## src/rtl/ahb_bm_pkg.sv

```systemverilog
`default_nettype none
// ============================================================================
// Module   : ahb_bm_pkg
// Brief    : Shared AHB-Lite bus-matrix codes: port grants, HTRANS, HBURST,
//            arbiter FSM states and small decode helpers.
// Revision : 1.0 - initial release
// ============================================================================
package ahb_bm_pkg;

    localparam logic [1:0] c_PORT_NONE     = 2'b00;
    localparam logic [1:0] c_PORT_ICODE    = 2'b01;
    localparam logic [1:0] c_PORT_DCODE    = 2'b10;
    localparam logic [1:0] c_PORT_SYS      = 2'b11;

    localparam logic [1:0] c_HTRANS_IDLE   = 2'b00;
    localparam logic [1:0] c_HTRANS_BUSY   = 2'b01;
    localparam logic [1:0] c_HTRANS_NONSEQ = 2'b10;
    localparam logic [1:0] c_HTRANS_SEQ    = 2'b11;

    localparam logic [2:0] c_HBURST_SINGLE = 3'b000;
    localparam logic [2:0] c_HBURST_INCR   = 3'b001;
    localparam logic [2:0] c_HBURST_WRAP4  = 3'b010;
    localparam logic [2:0] c_HBURST_INCR4  = 3'b011;
    localparam logic [2:0] c_HBURST_WRAP8  = 3'b100;
    localparam logic [2:0] c_HBURST_INCR8  = 3'b101;
    localparam logic [2:0] c_HBURST_WRAP16 = 3'b110;
    localparam logic [2:0] c_HBURST_INCR16 = 3'b111;

    typedef enum logic [1:0] {
        ST_IDLE  = 2'd0,
        ST_GRANT = 2'd1,
        ST_BURST = 2'd2
    } arb_state_t;

    // SEQ beats still to come after the NONSEQ of a fixed-length burst
    function automatic logic [3:0] burst_beats(input logic [2:0] hburst);
        case (hburst)
            c_HBURST_WRAP4,  c_HBURST_INCR4:  burst_beats = 4'd3;
            c_HBURST_WRAP8,  c_HBURST_INCR8:  burst_beats = 4'd7;
            c_HBURST_WRAP16, c_HBURST_INCR16: burst_beats = 4'd15;
            default:                          burst_beats = 4'd0;
        endcase
    endfunction

    function automatic logic [1:0] next_port(input logic [1:0] port);
        case (port)
            c_PORT_ICODE: next_port = c_PORT_DCODE;
            c_PORT_DCODE: next_port = c_PORT_SYS;
            default:      next_port = c_PORT_ICODE;
        endcase
    endfunction

endpackage
`default_nettype wire

```

## src/rtl/ahblite_busmatrix_burst_cnt.sv

```systemverilog
`default_nettype none
// ============================================================================
// Module   : ahblite_busmatrix_burst_cnt
// Brief    : 4-bit remaining-beat counter with clear > load > decrement.
// Revision : 1.0 - initial release
// ============================================================================
module ahblite_busmatrix_burst_cnt (
    input  logic       HCLK,
    input  logic       HRESET,
    input  logic       i_load,
    input  logic [3:0] i_load_val,
    input  logic       i_dec,
    input  logic       i_clr,
    output logic [3:0] o_count,
    output logic       o_zero
);

    logic [3:0] r_count;

    always_ff @(posedge HCLK or posedge HRESET) begin
        if (HRESET) begin
            r_count <= 4'd0;
        end else if (i_clr) begin
            r_count <= 4'd0;
        end else if (i_load) begin
            r_count <= i_load_val;
        end else if (i_dec && (r_count != 4'd0)) begin
            r_count <= r_count - 4'd1;
        end
    end

    assign o_count = r_count;
    assign o_zero  = (r_count == 4'd0);

endmodule
`default_nettype wire

```

## src/rtl/ahblite_busmatrix_arbiter_rr.sv

```systemverilog
`default_nettype none
// ============================================================================
// Module   : ahblite_busmatrix_arbiter_rr
// Brief    : Output-stage arbiter for ICODE/DCODE/SYS with burst locking.
//            AHB_ARB_ROUND_ROBIN_EN selects round-robin, else fixed priority.
// Revision : 1.0 - initial release
// ============================================================================
module ahblite_busmatrix_arbiter_rr
    import ahb_bm_pkg::*;
#(
    parameter logic [1:0] PORT_DEFAULT = 2'b00
) (
    input  logic       HCLK,
    input  logic       HRESET,
    input  logic       REQ_ICODE,
    input  logic       REQ_DCODE,
    input  logic       REQ_SYS,
    input  logic       HREADY_Outputstage,
    input  logic       HSEL_Outputstage,
    input  logic [1:0] HTRANS_Outputstage,
    input  logic [2:0] HBURST_Outputstage,
    output logic [1:0] PORT_SEL_ARBITER,
    output logic       PORT_NOSEL_ARBITER
);

    arb_state_t r_state;
    arb_state_t w_state_nxt;
    logic [1:0] r_sel;
    logic [1:0] w_sel_nxt;
    logic       r_nosel;
    logic [1:0] w_arb_sel;
    logic       w_any;
    logic       w_rearb;
    logic       w_cnt_load;
    logic       w_cnt_dec;
    logic       w_cnt_clr;
    logic [3:0] w_cnt;
    logic       w_cnt_zero;

    assign w_any = REQ_ICODE | REQ_DCODE | REQ_SYS;

`ifdef AHB_ARB_ROUND_ROBIN_EN
    logic [1:0] r_ptr;

    // r_ptr names the port searched first
    always_comb begin
        w_arb_sel = c_PORT_NONE;
        case (r_ptr)
            c_PORT_DCODE: w_arb_sel = REQ_DCODE ? c_PORT_DCODE :
                                      REQ_SYS   ? c_PORT_SYS   :
                                      REQ_ICODE ? c_PORT_ICODE : c_PORT_NONE;
            c_PORT_SYS:   w_arb_sel = REQ_SYS   ? c_PORT_SYS   :
                                      REQ_ICODE ? c_PORT_ICODE :
                                      REQ_DCODE ? c_PORT_DCODE : c_PORT_NONE;
            default:      w_arb_sel = REQ_ICODE ? c_PORT_ICODE :
                                      REQ_DCODE ? c_PORT_DCODE :
                                      REQ_SYS   ? c_PORT_SYS   : c_PORT_NONE;
        endcase
    end

    always_ff @(posedge HCLK or posedge HRESET) begin
        if (HRESET) begin
            r_ptr <= c_PORT_ICODE;
        end else if (w_rearb && w_any) begin
            r_ptr <= next_port(w_arb_sel);
        end
    end
`else
    assign w_arb_sel = REQ_DCODE ? c_PORT_DCODE :
                       REQ_ICODE ? c_PORT_ICODE :
                       REQ_SYS   ? c_PORT_SYS   : c_PORT_NONE;
`endif

    // In BURST a zero count means undefined-length INCR: fixed bursts leave
    // BURST on the same edge their count reaches zero.
    always_comb begin
        w_state_nxt = r_state;
        w_sel_nxt   = r_sel;
        w_cnt_load  = 1'b0;
        w_cnt_dec   = 1'b0;
        w_cnt_clr   = 1'b0;
        w_rearb     = 1'b0;
        if (HREADY_Outputstage) begin
            case (r_state)
                ST_IDLE: begin
                    if (w_any) begin
                        w_rearb = 1'b1;
                    end else begin
                        w_sel_nxt = c_PORT_NONE;
                    end
                end
                ST_GRANT: begin
                    if (HSEL_Outputstage &&
                        (HTRANS_Outputstage == c_HTRANS_NONSEQ) &&
                        (HBURST_Outputstage != c_HBURST_SINGLE)) begin
                        w_state_nxt = ST_BURST;
                        w_cnt_load  = 1'b1;
                    end else begin
                        w_rearb = 1'b1;
                    end
                end
                ST_BURST: begin
                    case (HTRANS_Outputstage)
                        c_HTRANS_SEQ: begin
                            if (!w_cnt_zero) begin
                                w_cnt_dec = 1'b1;
                                w_rearb   = (w_cnt == 4'd1);
                            end
                        end
                        c_HTRANS_BUSY: begin
                        end
                        default: begin
                            w_cnt_clr = 1'b1;
                            w_rearb   = 1'b1;
                        end
                    endcase
                end
                default: begin
                    w_state_nxt = ST_IDLE;
                    w_sel_nxt   = c_PORT_NONE;
                end
            endcase
            if (w_rearb) begin
                if (w_any) begin
                    w_state_nxt = ST_GRANT;
                    w_sel_nxt   = w_arb_sel;
                end else if (HTRANS_Outputstage == c_HTRANS_IDLE) begin
                    w_state_nxt = ST_IDLE;
                    w_sel_nxt   = c_PORT_NONE;
                end else begin
                    w_state_nxt = ST_GRANT;
                end
            end
        end
    end

    always_ff @(posedge HCLK or posedge HRESET) begin
        if (HRESET) begin
            r_state <= ST_IDLE;
            r_sel   <= PORT_DEFAULT;
            r_nosel <= (PORT_DEFAULT == c_PORT_NONE);
        end else begin
            r_state <= w_state_nxt;
            r_sel   <= w_sel_nxt;
            r_nosel <= (w_sel_nxt == c_PORT_NONE);
        end
    end

    ahblite_busmatrix_burst_cnt u_burst_cnt (
        .HCLK       (HCLK),
        .HRESET     (HRESET),
        .i_load     (w_cnt_load),
        .i_load_val (burst_beats(HBURST_Outputstage)),
        .i_dec      (w_cnt_dec),
        .i_clr      (w_cnt_clr),
        .o_count    (w_cnt),
        .o_zero     (w_cnt_zero)
    );

    assign PORT_SEL_ARBITER   = r_sel;
    assign PORT_NOSEL_ARBITER = r_nosel;

endmodule
`default_nettype wire

```

## config.mk

```make
export PLATFORM = sky130hd
export DESIGN_NAME = ahblite_busmatrix_arbiter_rr
export DESIGN_NICKNAME = d
export VERILOG_FILES = /design/src/rtl/ahb_bm_pkg.sv /design/src/rtl/ahblite_busmatrix_burst_cnt.sv /design/src/rtl/ahblite_busmatrix_arbiter_rr.sv
export SDC_FILE = /design/constraint.sdc
export NUM_CORES = 1
export LEC_CHECK = 0
export BUFFER_PORTS_ARGS = -buffer_cell sky130_fd_sc_hd__buf_2
export CORE_AREA = 3 3 40 42
export CTS_BUF_LIST = sky130_fd_sc_hd__clkbuf_4 sky130_fd_sc_hd__clkbuf_8
export CTS_CLUSTER_DIAMETER = 200
export CTS_CLUSTER_SIZE = 12
export DETAILED_ROUTE_END_ITERATION = 8
export DIE_AREA = 0 0 43 45
export GPL_ROUTABILITY_DRIVEN = 0
export MAX_ROUTING_LAYER = met4
export PLACE_DENSITY = 0.74
export SETUP_SLACK_MARGIN = 0.05
export SYNTH_ARGS = -nofsm -noshare
export SYNTH_HDL_FRONTEND = slang
export SYNTH_SLANG_ARGS = --single-unit
```

## constraint.sdc

```tcl
create_clock -name HCLK -period 2.85 [get_ports HCLK]
set_clock_uncertainty 0.05 [all_clocks]
set_input_delay 0.1425 -clock HCLK [delete_from_list [all_inputs] [get_ports HCLK]]
set_output_delay 0.1425 -clock HCLK [all_outputs]
set_load 0.005 [all_outputs]
```

==> key figures, run 1 <==
Layout
  – Final core utilization: between 60 and 70%
  – Register area: 226 µm²
  – Fill cell count: 114
  – N_diodes: 0
  – Fin nets: approximately 110
  – Proportion of layout cells with a drive suffix above 1: between 20% and 30%
  – Finished Cell Area: 790 µm²
  – Commonest cells after routing, fill and taps aside: 14 x sky130_fd_sc_hd__buf_2, 8 x sky130_fd_sc_hd__dfrtp_1, 8 x sky130_fd_sc_hd__nand2_1, 8 x sky130_fd_sc_hd__nor2_1
  – Multi-input combinational cell area: around 400 µm²
  – Most common library cell in the layout ignoring fill and taps: sky130_fd_sc_hd__buf_2
  – Area grow syn2layout: 19.5%

Power and ir drop
  – Total power: 0.739 mW
  – Worst voltage drop across the vdd grid: 0.626 mV
  – Leakage component of the power: 0.367 nW
  – PD cells: 936 nW/µm²

Floorplan
  – Core Footprint: 1280 µm²
  – Initial Utilization: 51.4%
  – Site row count: 13
  – Number of I/O pins: 15
  – Height of the die: 45 µm
  – Chip width: between 40 and 50 µm
  – Die Footprint: a little under 2000 µm²

Detailed routing
  – Routed len/inst: 12.1 µm
  – Vias: 585
  – Routed wire length: 1.34 mm
  – Drt via density: between 5 and 6
  – Detailed router's first-iteration violation count: 8
  – Number of search-and-repair iterations in the first detailed-routing pass: 4
  – DRC violation count after routing: 0
  – Antenna violation net count after detailed routing: 0

Critical path
  – Reg-to-Reg End: PORT_SEL_ARBITER[0]
  – Critical path required time: 2.99 ns
  – Critical Path Sink Type: flop
  – Worst setup slack for register-to-register paths: just over 0.9 ns
  – CP Launch Type: flop
  – Worst reg2reg path startpoint: u_burst_cnt.o_count[0]
  – Arrival time at the worst endpoint: about 2.1 ns
  – Length in cells of the worst reg-to-reg path: 7
  – Largest fanout on the critical path: 3
  – Critical path class: flop to flop

STA
  – Clock period minus final worst setup slack: 1.94 ns
  – Post-route clock period utilization: 68.1%
  – WHS: 0.153 ns
  – Setup repair after global routing missed its margin: no
  – Highest attainable clock frequency: approximately 520 MHz
  – Worst slew margin: about three quarters
  – Transition time at the pin with the least slew margin: 0.364 ns
  – Final max-slew violation count: 0
  – Finish-stage setup viols: 0
  – Setup TNS: 0 ns
  – Final Hold Viols: 0

Clock network
  – Clk_lat worst skew: 0.25 ns
  – Number of buffers inserted by hold repair at cts: 1
  – CTS Buf Count: 3
  – Register clock-pin slew on the reported worst setup and hold paths: 0.06 ns
  – CTS H-Tree Depth: 1
  – Clock Sinks: 9
  – CTS tree: yes
  – CTS root buffer: sky130_fd_sc_hd__clkbuf_4
  – Resized Gates After CTS: 0
  – Post CTS Setup Buffer Count: 0
  – Number of buffers between clock root and the deepest sink: 2

Logic synthesis
  – Yosys warns: 0
  – #FFs+latches synth: 9
  – Synth unique cells: 29
  – Area share of the leading cell type in the synthesized netlist: 30.3%
  – EDFF count, synth: 0
  – Most frequently used flop master after synthesis: sky130_fd_sc_hd__dfrtp_1
  – Share of synthesized flip-flops with an asynchronous set or reset: 100%
  – Total standard cell area after synthesis: 661 µm²
  – Cell taking the most area after synthesis: sky130_fd_sc_hd__dfrtp_1
  – Main area contributors after synthesis: sky130_fd_sc_hd__dfrtp_1 30%, sky130_fd_sc_hd__ha_1 11%, sky130_fd_sc_hd__nand2_1 4.5%
  – Cell count after synthesis: 76
  – Number of nets in the synthesized netlist: 94
  – Post-synthesis area per instance: 8.69 µm²
  – Sequential area share after synthesis: 34.3%

GRT
  – Wire length of the first global-routing pass: roughly 2.3 mm
  – Pin count of the biggest net entering global routing: 10
  – Antenna violations before repair: 0
  – Total congestion overflow after global routing: 0
  – Tot GR Track Use: 16.3%
  – Via count of the first global-routing pass: 551

Placed design
  – Placed cell area: 749 µm²
  – Count of buffers from port buffering: 14
  – HPWL Detailed: 1.06 mm

Min path
  – Worst hold stages: 3
  – Hold path endpoint: u_burst_cnt.o_count[2]
  – Launch instance of the worst min-delay path: HBURST_Outputstage[2]
  – Hold Crit Class: input pin to flop

Outcome
  – Run status: finished clean

Flow run
  – Max capacitance violation total: 0
-- how the worst max path moves through the flow --
stage | start | to | slack, ns | cells past startpoint
floorplan | u_burst_cnt.o_count[0] | PORT_SEL_ARBITER[0] | 1.08 | 7
global placement | u_burst_cnt.o_count[0] | PORT_SEL_ARBITER[0] | 0.99 | 7
detailed placement | u_burst_cnt.o_count[0] | PORT_SEL_ARBITER[0] | 0.94 | 7
CTS | u_burst_cnt.o_count[0] | PORT_SEL_ARBITER[0] | 0.90 | 7
global route | u_burst_cnt.o_count[0] | PORT_SEL_ARBITER[0] | 0.67 | 7
finish | u_burst_cnt.o_count[0] | PORT_SEL_ARBITER[0] | 0.91 | 7
-- per-stage QoR --
stage | cells | setup WS [ns]
after global placement | 105 | 0.987
after detailed placement | 105 | 0.939
after floorplan | 76 | 1.08
after global routing | 110 | 0.672
final | 110 | 0.909
after CTS | 110 | 0.898
-- sequential cells by signal (all words and copies together) (netlist names) --
name / count
r_state: 2
u_burst_cnt.o_count: 4
PORT_NOSEL_ARBITER: 1
PORT_SEL_ARBITER: 2
-- kinds of logic after synthesis --
logic type | Yosys count | share of synthesized area, %
AND/OR/NAND/NOR | 28 | 20.5
AO/OA/AOI/OAI | 24 | 26.5
flip-flops | 9 | 34.3
buffers and inverters | 6 | 3.41
adder cells (fa/ha/maj) | 6 | 11.4
XOR/XNOR | 3 | 3.98
-- critical path, stage by stage, from the launching register on --
cell and delay (ns):
sky130_fd_sc_hd__dfrtp_1 0.37, sky130_fd_sc_hd__inv_1 0.08, sky130_fd_sc_hd__ha_1 0.23, sky130_fd_sc_hd__o41ai_1 0.39
sky130_fd_sc_hd__a221o_1 0.26, sky130_fd_sc_hd__nand3b_2 0.12, sky130_fd_sc_hd__nor3_1 0.26, sky130_fd_sc_hd__a21o_1 0.12
-- synthesized netlist by cell type (all sizes together) (2+ instances only) --
library cell	instances
nor3	5
o21bai	3
ha	6
a21oi	5
xnor2	2
nand3	3
dfrtp	8
nand2	8
o21ai	4
inv	6
a211oi	3
nor2	8
-- routing by layer --
layer	GRT usage, %	up-vias	part of all wire [%]
met2	22.2	17	39
met3	3.98	2	7.2
met1	22.2	248	52
met4	9.04	0	1.5
met5	-	-	0
li1	-	318	-
-- cell type report --
cell class / instances / share of cell area, %
clock buffers: 4 / 3.80
inverters: 6 / 2.85
multi-input cells: 61 / 52.1
flip-flops and latches: 9 / 28.7
well taps: 15 / 2.38
repair buffers: 15 / 10.1
-- where the power goes --
| part | switching, mW | internal (mW) | total, mW |
|---|---|---|---|
| sequential | 0.0498 | 0.196 | 0.246 |
| clock | 0.0405 | 0.0632 | 0.104 |
| combinational | 0.207 | 0.182 | 0.389 |
| total | 0.297 | 0.442 | 0.739 |
No activity file was read; power rests on OpenSTA's default activity.
==> inputs of run 2 (changes only) <==
--- a/config.mk
+++ b/config.mk
@@ -6,15 +6,15 @@
 export NUM_CORES = 1
 export LEC_CHECK = 0
 export BUFFER_PORTS_ARGS = -buffer_cell sky130_fd_sc_hd__buf_2
-export CORE_AREA = 3 3 40 42
+export CORE_MARGIN = 3
+export CORE_UTILIZATION = 49
 export CTS_BUF_LIST = sky130_fd_sc_hd__clkbuf_4 sky130_fd_sc_hd__clkbuf_8
 export CTS_CLUSTER_DIAMETER = 200
 export CTS_CLUSTER_SIZE = 12
 export DETAILED_ROUTE_END_ITERATION = 8
-export DIE_AREA = 0 0 43 45
 export GPL_ROUTABILITY_DRIVEN = 0
 export MAX_ROUTING_LAYER = met4
-export PLACE_DENSITY = 0.74
+export PLACE_DENSITY = 0.76
 export SETUP_SLACK_MARGIN = 0.05
 export SYNTH_ARGS = -nofsm -noshare
 export SYNTH_HDL_FRONTEND = slang
==> constraint.sdc (replaced) <==
create_clock -name HCLK -period 1.77 [get_ports HCLK]
set_clock_uncertainty 0.05 [all_clocks]
set_input_delay 0.0885 -clock HCLK [delete_from_list [all_inputs] [get_ports HCLK]]
set_output_delay 0.0885 -clock HCLK [all_outputs]
set_load 0.005 [all_outputs]
==> key figures, run 2 (synthesis results as in run 1) <==
Placed design
  – Number of cells in the design after placement: 109
  – Pre-CTS setup slack: -0.0201 ns
  – Placed cell area: about 800 µm²
  – HPWL Detailed: 1.18 mm
  – Count of buffers from port buffering: 14

Clock network
  – CTS H-Tree Depth: 1
  – CTS Buf Count: 3
  – CTS tree: yes
  – Number of buffers between clock root and the deepest sink: 2
  – Register clock-pin slew on the reported worst setup and hold paths: 0.06 ns
  – CTS root buffer: sky130_fd_sc_hd__clkbuf_4
  – Clock Sinks: 9
  – Clk_lat worst skew: 0.26 ns

Critical path
  – Reg-to-Reg End: PORT_SEL_ARBITER[0]
  – CP Launch Type: flop
  – Critical Path Sink Type: flop
  – Buffer and inverter count on the worst path: 1
  – Largest fanout on the critical path: 3
  – Launching instance or port of the critical path: u_burst_cnt.o_count[1]
  – Worst reg2reg path startpoint: u_burst_cnt.o_count[1]
  – Depth of the critical timing path with buffers and inverters included: 7
  – Worst setup slack for register-to-register paths: -0.03 ns
  – Largest delay contributor family on the critical path: compound AO/OA/AOI/OAI gates
  – Delay of the slowest cell on the worst path: 0.39 ns
  – Critical Path Slowest Stage Cell: sky130_fd_sc_hd__dfrtp_1
  – Arrival time at the worst endpoint: 1.95 ns
  – Length in cells of the worst reg-to-reg path: 7
  – Cells traversed along the worst timing path: inv_2 > ha_4 > o41ai_4 > a221o_1 > nand3b_4 > nor3_4 > a21o_1
  – Critical path required time: 1.92 ns
  – Critical path class: flop to flop

Layout
  – N_diodes: 0
  – Commonest cells after routing, fill and taps aside: 14 x sky130_fd_sc_hd__buf_2, 8 x sky130_fd_sc_hd__dfrtp_1, 8 x sky130_fd_sc_hd__nor2_1
  – Number of flip-flops under the largest register name: 4
  – Proportion of layout cells with a drive suffix above 1: 43.6%
  – Fill cell count: 72
  – Fin nets: 120
  – Count of non-filler cells in the finished layout: 115
  – Finished Cell Area: 956 µm²
  – Area grow syn2layout: 44.7%
  – Most common library cell in the layout ignoring fill and taps: sky130_fd_sc_hd__buf_2

Floorplan
  – Number of I/O pins: 15
  – Chip width: between 40 and 50 µm
  – Core Footprint: 1190 µm²
  – Site row count: 12
  – Height of the die: 42.7 µm
  – Initial Utilization: between 50% and 60%
  – Die Footprint: 1830 µm²

STA
  – Clock period minus final worst setup slack: around 1.8 ns
  – Setup TNS: -0.0260 ns
  – Transition time at the pin with the least slew margin: 0.334 ns
  – Worst slew margin: 77.6%
  – Setup repair after global routing missed its margin: yes
  – Final max-slew violation count: 0
  – Post-route clock period utilization: 101%
  – Final Hold Viols: 0
  – Highest attainable clock frequency: 557 MHz
  – Finish-stage setup viols: 1
  – Worst setup slack after layout: -0.0260 ns

Flow run
  – Max capacitance violation total: 0

Min path
  – Hold path endpoint: u_burst_cnt.o_count[2]
  – Hold Crit Class: input pin to flop
  – Launch instance of the worst min-delay path: HBURST_Outputstage[2]
  – Worst hold stages: 3

Detailed routing
  – Drt via density: roughly 6
  – Vias: 700
  – Detailed router's first-iteration violation count: 20
  – Routed wire length: 1.88 mm
  – Antenna violation net count after detailed routing: 0
  – DRC violation count after routing: 0
  – Number of search-and-repair iterations in the first detailed-routing pass: 5
  – Routed len/inst: ~16 µm

Power and ir drop
  – Worst voltage drop across the vdd grid: 1.23 mV
  – PD cells: 1670 nW/µm²
  – Leakage component of the power: 0.435 nW

GRT
  – Pin count of the biggest net entering global routing: 10
  – Antenna violations before repair: 0
  – Tot GR Track Use: between 20% and 30%
  – Wire length of the first global-routing pass: 2.88 mm
  – Via count of the first global-routing pass: 648
  – Total congestion overflow after global routing: 0

Outcome
  – Run status: finished, violations left
  – Failing checks: setup timing
[run 2: changes by cell type in the layout (fill, tap and decap cells not counted), moves of 2 or more]
cell,delta
sky130_fd_sc_hd__ha_4,+2
sky130_fd_sc_hd__o21ai_2,+2
sky130_fd_sc_hd__buf_4,+5
sky130_fd_sc_hd__o21ai_1,-2
sky130_fd_sc_hd__ha_1,-3
sky130_fd_sc_hd__inv_1,-2
sky130_fd_sc_hd__inv_2,+2
[run 2: layer usage]
metal  track usage (%)  part of all wire, %
met4              5.59                 0.96
met2              34.1                   48
met5                 -                    0
met1              28.7                   44
met3              3.81                  7.3
[run 2: cell type report]
class                   count  area [µm²]  share of cell area (%)
clock buffers               4        30.0                    3.14
multi-input cells          61         531                    55.5
inverters                   6        22.5                    2.36
well taps                  14        17.5                    1.83
flip-flops and latches      9         226                    23.7
repair buffers             21         129                    13.5
[run 2: repair_timing]
item | CTS | global route
setup buffers | 1 | 0
hold buffers | 1 | 0
pin swaps | 5 | 3
hold endpoints to repair | 8 | 0
gates cloned | 0 | 0
resized for setup | 13 | 8
setup endpoints to repair | 2 | 8
[run 2: power breakdown]
part | switching [mW] | internal (mW) | leakage, nW
Combinational | 0.515 | 0.484 | 0.306
Clock | 0.0778 | 0.102 | 0.0184
Sequential | 0.100 | 0.316 | 0.111
[run 2: stage by stage]
stage | hold WS (ns) | power, mW | util [%]
floorplan | -0.134 | 0.882 | -
global placement | 0.0148 | 1.09 | 67.3
detailed placement | 0.0183 | 1.11 | 67.3
CTS | 0.105 | 1.47 | 77.7
global route | 0.151 | 1.70 | 80.6
finish | 0.129 | 1.60 | 80.6
[run 2: worst max-delay path by stage]
stage	endpoint	slack (ns)
2_1_floorplan	PORT_SEL_ARBITER[0]	0.09
3_3_place_gp	PORT_NOSEL_ARBITER	0.03
3_5_place_dp	PORT_NOSEL_ARBITER	-0.02
4_1_cts	PORT_NOSEL_ARBITER	0.02
5_1_grt	PORT_SEL_ARBITER[0]	-0.08
6_report	PORT_SEL_ARBITER[0]	-0.03
[run 2: worst min-delay path, cell delays in order]
cell and delay, ns:
sky130_fd_sc_hd__buf_2 0.12, sky130_fd_sc_hd__nor2_1 0.12, sky130_fd_sc_hd__a211oi_2 0.06
